## src/rtl/scroll_controller.sv

```systemverilog
// Frame-synchronous scroll sequencer: ramps move/halt requests into a per-frame speed and advances fine/coarse scroll position.
// All outputs update on the first blanking-line tick (x==0, y==FRAME_Y) and are held for the whole following frame; no backpressure.
module scroll_controller #(
  parameter int unsigned FRAME_Y     = 480,
  parameter int unsigned MAX_SPEED   = 4,
  parameter int unsigned RAMP_FRAMES = 8
) (
  input  logic       clk,
  input  logic       rst,
  input  logic [9:0] x,
  input  logic [9:0] y,
  input  logic       move,
  input  logic       halt,
  output logic [9:0] offset_ARM,
  output logic [7:0] tile_col,
  output logic [2:0] speed,
  output logic       scrolling,
  output logic       frame_tick,
  output logic [15:0] distance
);

  localparam logic [1:0] S_IDLE  = 2'd0;
  localparam logic [1:0] S_RUN   = 2'd1;
  localparam logic [1:0] S_BRAKE = 2'd2;

  localparam logic [2:0] MAX_SP   = 3'(MAX_SPEED);
  localparam logic [7:0] RAMP_END = 8'(RAMP_FRAMES - 1);
  localparam logic [9:0] TICK_Y   = 10'(FRAME_Y);

  logic [1:0]  state_q, state_d;
  logic [2:0]  speed_q, speed_d;
  logic [4:0]  offset_q, offset_d;
  logic [7:0]  tile_col_q, tile_col_d;
  logic [15:0] distance_q, distance_d;
  logic [7:0]  ramp_cnt_q, ramp_cnt_d;
  logic        scrolling_q, scrolling_d;
  logic        frame_tick_q, frame_tick_d;

  logic        tick_c;
  logic        ramp_last;
  logic [5:0]  sum;
  logic [16:0] dist_sum;

  assign tick_c    = (x == 10'd0) && (y == TICK_Y);
  assign ramp_last = (ramp_cnt_q == RAMP_END);
  assign sum       = {1'b0, offset_q} + {3'b000, speed_q};
  assign dist_sum  = {1'b0, distance_q} + {14'd0, speed_q};

  always_comb begin
    state_d      = state_q;
    speed_d      = speed_q;
    offset_d     = offset_q;
    tile_col_d   = tile_col_q;
    distance_d   = distance_q;
    ramp_cnt_d   = ramp_cnt_q;
    frame_tick_d = tick_c;

    if (tick_c) begin
      // Advance with the speed held before this tick; sum < 64 so sum[4:0] is sum-32 on carry.
      offset_d   = sum[4:0];
      tile_col_d = sum[5] ? tile_col_q + 8'd1 : tile_col_q;
      distance_d = dist_sum[16] ? 16'hFFFF : dist_sum[15:0];

      case (state_q)
        S_IDLE: begin
          if (move && !halt) begin
            state_d    = S_RUN;
            speed_d    = 3'd1;
            ramp_cnt_d = 8'd0;
          end
        end
        S_RUN: begin
          if (halt) begin
            state_d = S_IDLE;
            speed_d = 3'd0;
          end else if (!move) begin
            state_d    = S_BRAKE;
            ramp_cnt_d = 8'd0;
          end else if (ramp_last) begin
            speed_d    = (speed_q >= MAX_SP) ? MAX_SP : speed_q + 3'd1;
            ramp_cnt_d = 8'd0;
          end else begin
            ramp_cnt_d = ramp_cnt_q + 8'd1;
          end
        end
        S_BRAKE: begin
          if (halt) begin
            state_d = S_IDLE;
            speed_d = 3'd0;
          end else if (move) begin
            state_d    = S_RUN;
            ramp_cnt_d = 8'd0;
          end else if (ramp_last) begin
            speed_d    = speed_q - 3'd1;
            ramp_cnt_d = 8'd0;
            if (speed_q == 3'd1) state_d = S_IDLE;
          end else begin
            ramp_cnt_d = ramp_cnt_q + 8'd1;
          end
        end
        default: begin
          state_d = S_IDLE;
          speed_d = 3'd0;
        end
      endcase
    end

    scrolling_d = (state_d != S_IDLE);
  end

  always_ff @(posedge clk or posedge rst) begin
    if (rst) begin
      state_q      <= S_IDLE;
      speed_q      <= 3'd0;
      offset_q     <= 5'd0;
      tile_col_q   <= 8'd0;
      distance_q   <= 16'd0;
      ramp_cnt_q   <= 8'd0;
      scrolling_q  <= 1'b0;
      frame_tick_q <= 1'b0;
    end else begin
      state_q      <= state_d;
      speed_q      <= speed_d;
      offset_q     <= offset_d;
      tile_col_q   <= tile_col_d;
      distance_q   <= distance_d;
      ramp_cnt_q   <= ramp_cnt_d;
      scrolling_q  <= scrolling_d;
      frame_tick_q <= frame_tick_d;
    end
  end

  assign offset_ARM = {5'd0, offset_q};
  assign tile_col   = tile_col_q;
  assign speed      = speed_q;
  assign scrolling  = scrolling_q;
  assign frame_tick = frame_tick_q;
  assign distance   = distance_q;

endmodule

```

## config.mk

```make
export PLATFORM = sky130hd
export DESIGN_NAME = scroll_controller
export DESIGN_NICKNAME = d
export VERILOG_FILES = /design/src/rtl/scroll_controller.sv
export SDC_FILE = /design/constraint.sdc
export NUM_CORES = 1
export LEC_CHECK = 0
export ABC_CLOCK_PERIOD_IN_PS = 2200
export CAP_MARGIN = 40
export CELL_PAD_IN_SITES_DETAIL_PLACEMENT = 0
export CELL_PAD_IN_SITES_GLOBAL_PLACEMENT = 1
export CORE_UTILIZATION = 35
export CTS_BUF_LIST = sky130_fd_sc_hd__clkbuf_8
export CTS_CLUSTER_SIZE = 12
export DETAILED_ROUTE_END_ITERATION = 10
export GPL_ROUTABILITY_DRIVEN = 0
export PLACE_DENSITY = 0.8
export SLEW_MARGIN = 20
export SYNTH_ARGS = -nofsm -noshare
export SYNTH_HDL_FRONTEND = slang
export SYNTH_SLANG_ARGS = --single-unit
```

## constraint.sdc

```tcl
create_clock -name clk -period 2.2 [get_ports clk]
set_input_delay 0.22 -clock clk [delete_from_list [all_inputs] [get_ports clk]]
set_output_delay 0.22 -clock clk [all_outputs]
set_load 0.1 [all_outputs]
```

==> After elaboration in Yosys (flattened, before gate mapping) <==
Cells that the tools add are included.
{ "totals": {"mem_bits_rw": 0, "output_inout_bits": 39, "latchBits": 0, "elab_cells": 63, "register_bits": 44, "mem_count": 0, "rom_bits": 0, "inputBits": 24} }
{ "op_classes": {"eq_ne": 12, "bitwise": 0, "reduce_logical": 10, "n_addsub": 6, "multipliers": 0, "div_mod_pow": 0, "muxes": 26, "n_lt_le_gt_ge": 1, "n_shift": 0} }
{ "op_table": {"columns": ["operator", "count"], "rows": [
  ["8-bit two-way mux", 6],
  ["3-bit two-way mux", 8],
  ["8-bit one-hot mux with 3 select lines", 1],
  ["16-bit by 3-bit adder with 17-bit output", 1],
  ["8-bit by 1-bit adder with 8-bit output, second input constant", 2],
  ["16-bit two-way mux", 1],
  ["2-bit two-way mux", 8],
  ["3-bit != test, second input constant", 4],
  ["10-bit by 9-bit == test with 1-bit output, second input constant", 1],
  ["10-bit logical NOT", 1],
  ["3-bit one-hot mux with 3 select lines", 1],
  ["8-bit by 3-bit == test with 1-bit output, second input constant", 1],
  ["5-bit by 3-bit adder with 6-bit output", 1],
  ["2-bit != test, second input constant", 3],
  ["2-bit one-hot mux with 3 select lines", 1],
  ["6-bit AND reduction", 1],
  ["5-bit AND reduction", 1],
  ["3-bit by 1-bit adder with 3-bit output, second input constant", 1],
  ["3-bit by 1-bit == test with 1-bit output, second input constant", 1],
  ["3-bit greater-or-equal comparator, second input constant", 1],
  ["3-bit nonzero test", 1],
  ["3-bit by 1-bit subtractor with 3-bit output, second input constant", 1],
  ["2-bit by 1-bit == test with 1-bit output, second input constant", 1],
  ["2-bit == test, second input constant", 1],
  ["5 further kinds", 6]
]} }

==> Logic depth before layout (Yosys ltp) <==
{ "depth": {"word_depth": 8, "mapped_depth": 9, "depth_no_buf": 8} }

==> Worst setup path before layout <==
No wires, ideal clock.
{ "synth_path": {"path_kind": "register to register", "startpoint": "register speed_q[1], in the netlist speed[1]", "endpoint": "register distance_q[14], in the netlist distance[14]", "stages_incl_launch_ff": 8, "required_ns": 2.072, "synth_period_minus_slack_ns": 2.833, "n_path_buf": 0, "path_slack_ns": -0.633, "setup_time_ns": 0.128, "arrival_time_ns": 2.704, "cell_sequence": "dfrtp_1 -> inv_1 -> fa_1 -> nor2b_1 -> o21ai_1 -> nor3_2 -> nand3_1 -> mux2_1"} }
{ "synth_via": {"elab_chain_cells": 2} }
{ "synth_lines": {"columns": ["item", "line", "source"], "rows": [
  ["from (decl)", "31", "logic [2:0] speed_q, speed_d;"],
  ["from (signal assigned)", "123", "speed_q <= speed_d;"],
  ["16-bit by 3-bit adder with 17-bit output", "47", "assign dist_sum = {1'b0, distance_q} + {14'd0, speed_q};"],
  ["16-bit two-way mux", "62", "distance_d = dist_sum[16] ? 16'hFFFF : dist_sum[15:0];"],
  ["to (signal assigned)", "126", "distance_q <= distance_d;"],
  ["to (decl)", "34", "logic [15:0] distance_q, distance_d;"]
]} }
No other way between the ends.
A chain may end at the register's enable or synchronous reset.

==> Worst setup path after layout <==
{ "layout_path": {"startpoint": "register distance_q[0], in the netlist distance[0]", "endpoint": "register distance_q[14], in the netlist distance[14]"} }
{ "layout_via": {"elab_chain_cells": 2} }
{ "layout_lines": {"columns": ["item", "line"], "rows": [
  ["16-bit by 3-bit adder with 17-bit output", "47"],
  ["16-bit two-way mux", "62"]
]} }
No other way between the ends.

==> key figures <==
Run status
  • Status: finished clean

Global route
  • GRT Util Overall: between 15 and 20%
  • Gr ovfl total: 0
  • Largest net degree at the start of global routing: between 40 and 50
  • Antenna violations before repair: 0
  • Vias in the first global route: between 2000 and 2500
  • First-pass GRT wire length: around 11000 um

Detailed routing
  • Final WL: 6310 um
  • Iteration-0 DRC Markers: about 110
  • Vias: 2301
  • Drt first pass iters: 4
  • Post-detailed-route wirelength per cell: 13.6 um
  • Final ANT Viol Nets: 0
  • Residual DRC: 0
  • Via/cell ratio: a little under 5

Power and ir drop
  • Leak: between 1.5 and 2 nW
  • Worst ir drop on vdd: 273 uV
  • Pwr dens: ~410 nW/um2

Timing
  • Final hold slack: between 200 and 300 ps
  • Tcrit/Tclk final: between 90 and 100%
  • Final setup margin: 156 ps
  • Final setup vio count: 0
  • F_max: around 490 MHz
  • Fin crit period: between 2000 and 2500 ps
  • Max-slew violations: 0
  • Setup TNS: 0 ps
  • RSZ-0062 raised after global routing: no
  • Fin. Hold Viols: 0
  • Worst clock skew: roughly 7.4 ps

Clock network
  • Num CTS Buffers: 5
  • H-tree depth: 2
  • Hold Buf Count CTS: 0
  • CTS root buf: clkbuf_8
  • Clk Latency, worst-skew pair: just under 300 ps
  • Clock input transition at the sequential cells of the worst setup and hold paths: roughly 90 ps
  • Post-cts sizing count: 0
  • Post-CTS Setup Inserts: 0
  • TritonCTS clock tree: yes
  • CTS Sinks: 44
  • Clock buffer depth: 2

Synth
  • Simple-gate share of the synthesized area: a little under a quarter
  • Synthesized area per cell: around 9.4 um2
  • Seq/Total Area, Yosys: between 40% and 50%
  • Largest family of logic cells by synthesized area: simple AND/OR/NAND/NOR gates
  • Area leader, netlist: dfrtp_1
  • Number of synthesized register bits: 44
  • Cells after Synth: roughly 280
  • Number of synthesized flops with an enable pin: 0
  • Area fraction in compound gates after synthesis: around 10%
  • Synth top area share: between 40% and 50%
  • Post-synth ARST share: 100%
  • Post-synthesis mux area share: ~3.7%
  • Yosys cell types: 46
  • Adder-Cell Fraction of Synth Area: between 9 and 10%
  • Ys Warns: 0
  • Top area cells in the synthesized netlist: dfrtp_1 42%, ha_1 7.6%, xnor2_1 5.6%
  • Top_reg_cell synth: dfrtp_1
  • Synth Cell Area: between 2000 and 3000 um2
  • Xor and xnor fraction of the mapped netlist area: roughly 6.6%

Worst setup path
  • Critical Path End Type: flop
  • Max FO, Critical Path: 4
  • Kind of critical path: reg2reg
  • Crit path to: distance[14]$_DFFE_PP0P_
  • WP data required: 2380 ps
  • Worst setup SP type: flop
  • Worst Reg2Reg Path Length in Cells: 9
  • Critical Path Max Stage Delay: approximately 440 ps
  • FF-to-FF End: distance[14]$_DFFE_PP0P_
  • CP startpoint: distance[0]$_DFFE_PP0P_
  • Crit-path slowest cell: dfrtp_4
  • Reg2Reg Launch Point: distance[0]$_DFFE_PP0P_
  • Worst-path cell chain: ha_4 > inv_1 > fa_2 > nor2b_2 > o21ai_2 > nor3_2 > buf_4 > nand3_1 > mux2_4
  • Arr. time, crit path: 2230 ps
  • Reg2reg setup slack: ~160 ps

Placed design
  • DP Wirelength: between 4000 and 5000 um
  • Post-DP Area: ~3500 um2
  • Pre-CTS setup slack: -91.7 ps
  • Dpl cells: ~460
  • # port buffers: between 50 and 60

Layout
  • Design Area, Final: about 3500 um2
  • Area delta synth->final: 33.8%
  • Number of antenna diodes: 0
  • Fin nets: around 410
  • Non-Filler Instances: between 400 and 500
  • Share of cells above drive strength 1: 26.4%

Floorplanning
  • Die Y-Extent: between 80 and 90 um
  • I/O pin cnt: 63
  • Cell Rows: 31
  • Horiz. Die Dim: a little under 90 um
  • Core box area: between 7000 and 8000 um2
  • Die area: 7930 um2
  • Starting utilization of the core area: between 30% and 40%

Flow run
  • Max cap viols: 0

Hold path
  • Hold Crit Class: in2async
-- layer usage --
metal	share of wire, %	vias to the layer above	track usage, %
met5	0	-	0
met4	0.70	0	3.90
met3	3.4	4	3.05
met2	48	49	28.7
met1	48	1112	23.6
li1	-	1136	-
-- cell type report --
type                            instances  area, um2
Multi-Input combinational cell        214       1460
Sequential cell                        44       1120
Clock buffer                            6       82.6
Inverter                               16       60.1
Timing Repair Buffer                   82        686
Fill cell                             729       3740
Tap cell                               99        124
Clock inverter                          2       11.3
-- report_power, final --
part | internal [mW] | switching, mW
clock | 0.251 | 0.274
sequential | 0.808 | 0.0000116
combinational | 0.0462 | 0.0698
total | 1.10 | 0.344
-- cell families (layout without fill, tap and decap cells) --
family | after synthesis | count (layout)
simple gates | 120 | 120
compound gates | 42 | 42
flops | 44 | 44
buf+inv | 29 | 106
xor+xnor | 20 | 20
mux | 9 | 9
fa+ha+maj | 18 | 18
other cells | 1 | 5
-- Yosys cell counts (2+ instances only) --
cell type / count
a21o_1: 3
a21oi_1: 11
and3_1: 10
buf_2: 2
buf_4: 5
clkbuf_1: 6
dfrtp_1: 44
fa_1: 2
ha_1: 16
inv_1: 16
mux2_1: 2
mux2_2: 5
mux2i_1: 2
nand2_1: 32
nand2b_1: 6
nand3_1: 14
nand4_1: 7
nor2_1: 21
nor2b_1: 5
nor3_1: 4
nor3_2: 2
nor4_1: 10
o211ai_1: 2
o21ai_0: 11
o22ai_1: 4
o31ai_1: 2
or3_1: 2
xnor2_1: 17
xor2_1: 3
-- stage by stage --
| stage | util, % | power [mW] |
|---|---|---|
| 6_report | 48.6 | 1.45 |
| 5_1_grt | 48.6 | 1.52 |
| 4_1_cts | 48.6 | 1.47 |
| 3_5_place_dp | 47.4 | 0.942 |
| 3_3_place_gp | 47.4 | 0.941 |
| 2_1_floorplan | - | 0.892 |
-- registers in the layout (all words and copies together) (netlist names) --
name	count
tile_col	8
scrolling	1
speed	3
distance	16
frame_tick	1
ramp_cnt_q	8
offset_q	5
state_q	2
-- critical path, delay by kind of cell, from the launching register on --
kind	cells	cell delay, ps
AOI/OAI and AO/OA	1	80
adders and majority gates	2	500
buffers and inverters	2	210
DFF	1	440
muxes	1	300
and+or+nand+nor	3	400
-- layout by cell type, fill, tap and decap left out, types with 3 or more instances in the layout --
cell type	instances
nand3_1	14
ha_1	15
a21oi_1	11
a21o_1	3
dfrtp_2	9
nor3_1	4
xnor2_1	17
inv_1	15
nand2_1	32
nor4_1	10
nor2b_1	4
nand2b_1	6
and3_1	10
clkbuf_8	6
xor2_1	3
nand4_1	7
buf_4	58
conb_1	5
mux2_2	5
dfrtp_4	3
nor2_1	21
o21ai_0	11
o22ai_1	4
dfrtp_1	32
clkdlybuf4s50_1	23
-- worst min path at each step --
stage,from,endpoint,slack (ps),depth (start not counted)
2_1_floorplan,move,state_q[1]$_DFF_PP0_,470,2
3_3_place_gp,tile_col[7]$_DFFE_PP0P_,tile_col[7]$_DFFE_PP0P_,470,1
3_5_place_dp,tile_col[7]$_DFFE_PP0P_,tile_col[7]$_DFFE_PP0P_,470,1
4_1_cts,rst,distance[9]$_DFFE_PP0P_,280,3
5_1_grt,rst,state_q[1]$_DFF_PP0_,290,3
6_report,rst,offset_q[4]$_DFFE_PP0P_,270,3
Note: power is estimated with default switching activity, not from simulation.
